<file path="config.mk">
export PLATFORM = sky130hd
export DESIGN_NAME = result_demux
export DESIGN_NICKNAME = d
export VERILOG_FILES = /design/src/rtl/result_demux.sv
export SDC_FILE = /design/constraint.sdc
export NUM_CORES = 1
export LEC_CHECK = 0
export BUFFER_PORTS_ARGS = -buffer_cell sky130_fd_sc_hd__buf_2
export CORE_MARGIN = 10
export CORE_UTILIZATION = 54
export DETAILED_ROUTE_END_ITERATION = 16
export PLACE_DENSITY = 0.88
export SETUP_SLACK_MARGIN = 0.4
export SLEW_MARGIN = 20
export SYNTH_ARGS = -nofsm -noshare
export SYNTH_HDL_FRONTEND = slang
export SYNTH_SLANG_ARGS = --single-unit
</file>
<file path="constraint.sdc">
create_clock -name clk -period 9.5 [get_ports clk]
set_input_delay 2.85 -clock clk [delete_from_list [all_inputs] [get_ports clk]]
set_output_delay 2.85 -clock clk [all_outputs]
set_load 0.03 [all_outputs]
</file>
<file path="src/rtl/result_demux.sv">
// result_demux: one-to-four result distributor with a 1-entry valid/ready slot per port.
// Define RESULT_DEMUX_CNT_EN to add per-port accepted-transfer counters cnt_port0..3.
module result_demux #(
  parameter int WIDTH = 32,
  parameter int CNT_W = 16
) (
  input  logic             clk,
  input  logic             rst,
  input  logic             flush,
  input  logic             in_valid,
  output logic             in_ready,
  input  logic [WIDTH-1:0] in_data,
  input  logic             in_sel_op,
  input  logic [1:0]       in_sel_port,
  output logic [3:0]       out_valid,
  input  logic [3:0]       out_ready,
  output logic [WIDTH-1:0] out_data0,
  output logic [WIDTH-1:0] out_data1,
  output logic [WIDTH-1:0] out_data2,
  output logic [WIDTH-1:0] out_data3
`ifdef RESULT_DEMUX_CNT_EN
  ,
  output logic [CNT_W-1:0] cnt_port0,
  output logic [CNT_W-1:0] cnt_port1,
  output logic [CNT_W-1:0] cnt_port2,
  output logic [CNT_W-1:0] cnt_port3
`endif
);
  logic [1:0]       dest;
  logic [3:0]       drain;
  logic [3:0]       load;
  logic [WIDTH-1:0] data_q [4];
  assign dest     = in_sel_op ? in_sel_port : {1'b0, in_sel_port[0]};
  assign drain    = out_valid & out_ready;
  assign in_ready = !flush && (!out_valid[dest] || drain[dest]);
  assign load     = (in_valid && in_ready) ? (4'b0001 << dest) : 4'b0000;
  // a drain and a refill of the same slot in one cycle keeps it full
  always_ff @(posedge clk or posedge rst) begin
    if (rst) begin
      out_valid <= '0;
      for (int i = 0; i < 4; i++) data_q[i] <= '0;
    end else begin
      out_valid <= flush ? 4'b0000 : ((out_valid & ~drain) | load);
      for (int i = 0; i < 4; i++) if (load[i]) data_q[i] <= in_data;
    end
  end
  assign out_data0 = data_q[0];
  assign out_data1 = data_q[1];
  assign out_data2 = data_q[2];
  assign out_data3 = data_q[3];
`ifdef RESULT_DEMUX_CNT_EN
  logic [CNT_W-1:0] cnt [4];
  always_ff @(posedge clk or posedge rst) begin
    if (rst) for (int i = 0; i < 4; i++) cnt[i] <= '0;
    else for (int i = 0; i < 4; i++) if (load[i]) cnt[i] <= cnt[i] + 1'b1;
  end
  assign cnt_port0 = cnt[0];
  assign cnt_port1 = cnt[1];
  assign cnt_port2 = cnt[2];
  assign cnt_port3 = cnt[3];
`endif
endmodule

</file>
# After elaboration in Yosys (flattened, before gate mapping)
# Index checks and enable logic that the tools add are counted.
[totals]
out_inout_bits = 133
register_bits = 132
in_bits = 43
word_cells = 23
[op_classes]
magnitude_cmp = 1
shift = 1
bitwise_logic = 4
muxes = 7
n_reduce_logical = 5
[ops]
columns = ["op", "n"]
rows = [
  ["4-bit AND", 2],
  ["4-bit two-way mux", 2],
  ["1-bit binary-select mux with 2-bit select", 2],
  ["4-bit inverter", 1],
  ["4-bit bitwise OR", 1],
  ["1-bit by 2-bit << shifter with 4-bit output, first input constant", 1],
  ["2-bit by 3-bit < comparator with 1-bit output, second input constant", 1],
  ["1-bit logical AND", 2],
  ["1-bit zero test", 2],
  ["1-bit two-way mux", 2],
  ["2-bit two-way mux", 1],
  ["1-bit logical OR", 1],
]

# Logic depth before layout (Yosys ltp)
# Gate-level depths: netlist of the first run.
[logic_depth]
ltp_word = 10
depth_mapped = 5
mapped_depth_nobuf = 3

# Worst setup path before layout of the first run
# Ideal clock, no wire load.
[synth_path]
path_type = "input to output"
from = "in in_sel_op"
to = "out in_ready"
arrival_ns = 3.920
cell_stages = 3
path_slack_ns = 2.730
required_ns = 6.650
cell_sequence = "nand2_1 > mux4_2 > nor2_1"
[synth_via]
elab_chain_cells = 6
elab_cells_between_ends = 8
cone_classes = "mux (5); reduce/logical (3)"
[synth_rtl]
columns = ["element", "line_no", "text"]
rows = [
  ["start: declaration", "13", "input logic in_sel_op,"],
  ["2-bit two-way mux (*)", "33", "assign dest = in_sel_op ? in_sel_port : {1'b0, in_sel_port[0]};"],
  ["1-bit binary-select mux with 2-bit select", "35", "assign in_ready = !flush && (!out_valid[dest] || drain[dest]);"],
  ["1-bit two-way mux (implied by the code)", "35", ""],
  ["1-bit zero test", "35", ""],
  ["1-bit logical OR (*)", "35", ""],
  ["1-bit logical AND (*)", "35", ""],
  ["end: declaration", "11", "output logic in_ready,"],
]
# Every way passes the cells marked *; elsewhere a longest branch is shown, timed or not. The select of a mux whose other input is x is not followed.

# Final worst setup path of the first run
# Ends and elaborated chain as after synthesis.

==> impl_results.md, run 1 <==
* Status: finished clean
* Global-route wire length before repair at 20.13 mm
* I/O pin cnt at 176
* Startpoint of the worst hold path: out_data3[24]
* Syn Area/Cell at 17.36 µm²
* Vias in the first global route at 3,665
* Sink count of the clock tree at 132
* Clock network fraction of design power at 0.319
* DRC violations left at 0
* Min Tclk post-route at 6.941 ns
* Worst endpoint data arrival time at 4.09 ns
* Cts hold-fix bufs at 0
* Period Utilization, post-route at 0.7306
* Most frequent cells in the layout: buf_2 (175), dfrtp_1 (132), mux2_2 (95)
* Nets at 524
* Global placement routability congestion at 0.8218
* Clock root buffer: clkbuf_8
* Rows at 35
* CORE AREA at 9240 µm²
* Clock-pin slew reported for the worst setup and hold paths after clock tree synthesis at 0.06 ns
* Syn Nets at 337
* Number of setup buffers added after CTS at 0
* CTS tree: yes
* Tot GR Track Use at 0.1955
* DIE AREA at 13,740 µm²
* Quantity of I/O buffers inserted on ports at 175
* Fraction of layout instances using a drive strength above 1 at 0.6964
* Total of warnings raised by yosys at 0
* Number of iterations in the first detailed-routing pass at 4
* Kind of start point of the critical path: primary input
* Routed via count divided by cell count at 5.154
* Post-Syn Instances at 294
* Slew margin rel. at 0.3310
* Vias at 3,211
* Net switching power at 0.6975 mW
* Post-route ant nets at 0
* Reported max-cap violation count at 0
* Final max-slew violation count at 0
* Number of CTS-inserted buffers at 17
* WL per Instance at 20.96 µm
* Kind of capture point of the worst setup path: output port
* WS Path Type: in -> out
* Upper clock frequency limit at 0.1441 GHz
* Pwr dens at 295.6 nW/µm²
* Insertion delay of the later-clocked pin in the worst-skew pair at 0.51 ns
* Worst flop-to-flop path startpoint: out_valid[0]
* Transition time at the pin with the least slew margin at 1.003 ns
* Seq pwr share at 0.382
* Hold/Removal Path Class: reg -> reg
* Total half-perimeter wirelength after legalization and detailed placement at 9.124 mm
* Overflow left after global routing at 0
* Req. time, crit path at 6.65 ns
* Start point of the critical path: in_sel_op
* Internal Pwr Total at 1.287 mW
* Synthesis-stage register bit count at 132
* Initial antenna violation count at 0
* Switching share of power at 0.3515
* Leakage power at 3.376 nW
* Most common cell after layout, fill and taps aside: buf_2
* Count of antenna diodes in the layout at 0
* Count of cells resized by post-cts repair at 0
* Starting density of the core at 0.5522
* Area overhead of the layout relative to synthesis at 31.61%
* Largest net degree at the start of global routing at 82
* Die Ht at 117.2 µm
* Max rail drop VDD at 0.1780 mV
* Non-filler instance count after layout at 623
* Largest buffer count on any clock path at 2
* Post-Place Cells at 591
* Setup repair after global routing missed its margin: false
* Floorplan die width at 117.2 µm
* Cell variety after synth at 19
* Slack of the worst reg-to-reg path at 7.21 ns
* Sequential area share after synthesis at 0.6474
* Aggregate negative setup slack at 0 ns
* Layout Skew at 0.006787 ns
* Hold violation total from the final report at 0
* H-tree lvl count at 4
* Post-synthesis instance area at 5102 µm²
* Power, Total at 1.985 mW
* Routed Wire Length at 13.06 mm
* Share of power burned in combinational logic at 0.299
* Number of violations reported at the end of detailed-routing iteration 0 at 169
* Total setup violations reported at the end of the flow at 0
* CP Max Fanout at 5
## power groups by stage
stage	Combinational, mW	Sequential [mW]	Clock [mW]
final	0.593	0.758	0.634
after global routing	0.625	0.775	0.672
after CTS	0.602	0.759	0.644
after detailed placement	0.598	0.764	0
after global placement	0.587	0.755	0
after floorplan	0.144	1.01	0
## metal layers
metal | global-route usage | vias up | routed length (µm)
met4 | 0.06425 | 0 | 146
met2 | 0.3163 | 126 | 6434
met5 | 0 | - | 0
met1 | 0.2194 | 1651 | 5122
met3 | 0.1004 | 15 | 1355
li1 | - | 1419 | -
## through the flow
step / area (µm²) / util / worst slack, ns / hold WS (ns)
floorplan: 5102 / - / 2.730 / 0.6892
global placement: 6130 / 0.6634 / 2.622 / 0.4678
detailed placement: 6130 / 0.6634 / 2.569 / 0.4729
CTS: 6715 / 0.7267 / 2.572 / 0.4864
global route: 6715 / 0.7267 / 2.508 / 0.4960
finish: 6715 / 0.7267 / 2.559 / 0.4824
## synthesized netlist by cell type (all sizes together)
cell type | n | area share
inv | 3 | 0.0022
or4b | 1 | 0.0020
dfrtp | 132 | 0.65
a41oi | 2 | 0.0034
nor2 | 3 | 0.0022
nand2 | 1 | 0.00073
nor4 | 2 | 0.0049
mux2 | 128 | 0.30
buf | 13 | 0.016
a21bo | 1 | 0.0020
nand2b | 1 | 0.0012
nor2b | 4 | 0.0049
mux4 | 1 | 0.0044
nor4b | 1 | 0.0029
a21o | 1 | 0.0015
## final timing paths
check	end	cells past startpoint
max in group asynchronous	out_data1[1]	3
max	in_ready	5
min in group asynchronous	out_data1[25]	2
min	out_data3[24]	1
max reg2reg	out_data0[30]	4
min reg2reg	out_data3[24]	1
## layout make-up
type | count | area (µm²)
clock buffers | 21 | 459.2
clock inverters | 11 | 126.4
fillers | 608 | 2525
inverters | 3 | 13.76
multi-input cells | 146 | 1730
flip-flops and latches | 132 | 3303
well taps | 129 | 161.4
repair buffers | 181 | 920.9
## state kept, by name, summed over array words and instances, names as in the netlist
register / flops
out_data1: 32
out_data0: 32
out_data2: 32
out_valid: 4
out_data3: 32
## logic make-up (layout without fill, tap and decap cells)
| kind of cell | count (synthesis) | after routing | share of synthesized area |
|---|---|---|---|
| multiplexers | 129 | 129 | 0.3082 |
| flip-flops | 132 | 132 | 0.6474 |
| AO/OA/AOI/OAI | 4 | 4 | 0.006867 |
| buffers and inverters | 16 | 216 | 0.01864 |
| AND/OR/NAND/NOR | 13 | 13 | 0.01888 |
## worst max-delay path, cell delays in order
cell     delay, ns
buf_2         0.12
nand2_1       0.25
mux4_2        0.55
nor2_1        0.11
buf_2         0.21
(Power assumes the default switching activity.)
==> inputs of run 2 (changes only) <==
CORE_UTILIZATION = 45   (was 54)
PLACE_DENSITY = 0.79   (was 0.88)
clock period = 6 ns   (was 9.5 ns; I/O delays follow)
==> impl_results.md, run 2 (synthesis gave the netlist of run 1 again) <==
* Number of iterations in the first detailed-routing pass at 4 (unchanged)
* Max rail drop VDD at 0.2829 mV (+59%)
* Req. time, crit path at 4.20 ns (-2.45 ns)
* Setup repair after global routing missed its margin: false
* Insertion delay of the later-clocked pin in the worst-skew pair at 0.41 ns (-0.10 ns)
* Routed via count divided by cell count at 5.050 (-2.0%)
* Clock-pin slew reported for the worst setup and hold paths after clock tree synthesis at 0.05 ns (about the same)
* Worst endpoint data arrival time at 3.01 ns (-1.08 ns)
* Largest net degree at the start of global routing at 49 (-40%)
* Net switching power at 1.074 mW (+54%)
* Fraction of layout instances using a drive strength above 1 at 0.6923 (-0.004049)
* CORE AREA at 10,980 µm² (+19%)
* Upper clock frequency limit at 0.2080 GHz
* Slew margin rel. at 0.5323 (+0.2012)
* Count of antenna diodes in the layout at 0 (unchanged)
* Clock network fraction of design power at 0.319 (about the same)
* Hold/Removal Path Class: reg -> reg
* Rows at 38 (+8.6%)
* Status: finished clean
* Seq pwr share at 0.382 (about the same)
* CP Max Fanout at 5 (unchanged)
* Global-route wire length before repair at 20.67 mm (+2.7%)
* Aggregate negative setup slack at 0 ns (unchanged)
* Vias in the first global route at 3,705 (+1.1%)
* Cts hold-fix bufs at 0 (unchanged)
* Transition time at the pin with the least slew margin at 0.7016 ns (-0.3018 ns)
* Quantity of I/O buffers inserted on ports at 175 (unchanged)
* Starting density of the core at 0.4646 (-0.08763)
* Sink count of the clock tree at 132 (unchanged)
* Largest delay contributor family on the critical path: multiplexers
* DIE AREA at 16,000 µm² (+16%)
* I/O pin cnt at 176 (unchanged)
* Count of cells resized by post-cts repair at 0 (unchanged)
* Largest buffer count on any clock path at 2 (unchanged)
* Global placement routability congestion at 0.7960 (-3.1%)
* Nets at 527 (+0.57%)
* Instance area after placement at 6166 µm² (+0.59%)
* WS Path Type: in -> out
* Layout Skew at 0.008031 ns (+0.001244 ns)
* Die Ht at 126.5 µm (+7.9%)
* Worst path max stage delay at 0.56 ns (about the same)
* Initial antenna violation count at 0 (unchanged)
* Overflow left after global routing at 0 (unchanged)
* Final max-slew violation count at 0 (unchanged)
* Hold slack final at 0.4793 ns (-0.003065 ns)
* Period Utilization, post-route at 0.8012
* Filler cell count in the final layout at 807 (+33%)
* Number of CTS-inserted buffers at 17 (unchanged)
* WL per Instance at 20.41 µm (-2.6%)
* Hold violation total from the final report at 0 (unchanged)
* Post-route ant nets at 0 (unchanged)
* Tot GR Track Use at 0.1640 (-0.03153)
* Min Tclk post-route at 4.807 ns
* Switching share of power at 0.3426 (-0.008898)
* Share of power burned in combinational logic at 0.299 (about the same)
* Vias at 3,202 (-0.28%)
* Most frequent cells in the layout: buf_2 (175), dfrtp_1 (132), mux2_2 (95)
* Most common cell after layout, fill and taps aside: buf_2
* Cell with the biggest individual delay on the critical path: mux4_2
* Internal Pwr Total at 2.061 mW (+60%)
* Number of violations reported at the end of detailed-routing iteration 0 at 101 (-40%)
* Pwr dens at 465.5 nW/µm² (+58%)
* Routed Wire Length at 12.94 mm (-0.89%)
* Leakage power at 3.397 nW (+0.62%)
* Total setup violations reported at the end of the flow at 0 (unchanged)
* DRC violations left at 0 (unchanged)
* Clock root buffer: clkbuf_16
* Worst path cell trace: buf_2 -> nand2_1 -> mux4_2 -> nor2_1 -> buf_2
* Total half-perimeter wirelength after legalization and detailed placement at 9.577 mm (+5.0%)
* Worst path bufs/invs at 2 (unchanged)
* Kind of capture point of the worst setup path: output port
* Reported max-cap violation count at 0 (unchanged)
* Area overhead of the layout relative to synthesis at 31.95%
* Most used cell, CP: buf_2
* Post-route cell area at 6733 µm² (+0.26%)
* Floorplan die width at 126.5 µm (+7.9%)
* Number of setup buffers added after CTS at 0 (unchanged)
* CTS tree: yes
* H-tree lvl count at 4 (unchanged)
* Kind of start point of the critical path: primary input
[run 2: cell count changes in the layout (fill, tap and decap cells not counted), sizes merged]
cell and delta:
buf +3, clkbuf +3, clkinv -1, clkinvlp -4, inv -1
[run 2: path summary, 6_finish.rpt]
| check | start | endpoint | slack, ns | cells after the start |
|---|---|---|---|---|
| setup / recovery | in_sel_op | in_ready | 1.19 | 5 |
| hold / removal | out_data3[24] | out_data3[24] | 0.48 | 1 |
| max in group asynchronous | rst | out_valid[0] | 3.59 | 3 |
| hold reg to reg | out_data3[24] | out_data3[24] | 0.48 | 1 |
| min in group asynchronous | rst | out_data1[19] | 1.43 | 2 |
| setup reg to reg | out_valid[1] | out_data1[7] | 3.66 | 4 |
[run 2: cell type report]
cell class	instances	area (µm²)	area share
inverters	3	13.76	0.002044
repair buffers	184	943.4	0.1401
clock inverters	5	75.07	0.01115
well taps	140	175.2	0.02602
flip-flops and latches	132	3303	0.4906
clock buffers	24	491.7	0.07303
multi-input cells	146	1730	0.2570
[run 2: per-layer routing]
| layer | part of all wire | routed length [µm] | track usage | up-vias |
|---|---|---|---|---|
| li1 | - | - | - | 1422 |
| met5 | 0 | 0 | 0 | - |
| met2 | 0.47 | 6123 | 0.2606 | 132 |
| met3 | 0.11 | 1374 | 0.08788 | 20 |
| met4 | 0.017 | 217 | 0.06765 | 0 |
| met1 | 0.40 | 5226 | 0.1799 | 1628 |
[run 2: stage by stage]
stage,util,setup slack (ns),power [mW],instances
after floorplan,-,0.6740,1.834,294
after global placement,0.5614,1.213,2.129,605
after detailed placement,0.5614,1.192,2.160,605
after CTS,0.6130,1.188,3.172,634
after global routing,0.6130,1.100,3.270,634
final,0.6130,1.193,3.134,634
[run 2: power groups by stage]
stage / clock network (mW) / logic (mW) / registers, mW
2_1_floorplan: 0 / 0.228 / 1.61
3_3_place_gp: 0 / 0.937 / 1.19
3_5_place_dp: 0 / 0.953 / 1.21
4_1_cts: 1.02 / 0.954 / 1.20
5_1_grt: 1.06 / 0.991 / 1.22
6_report: 1.00 / 0.938 / 1.20
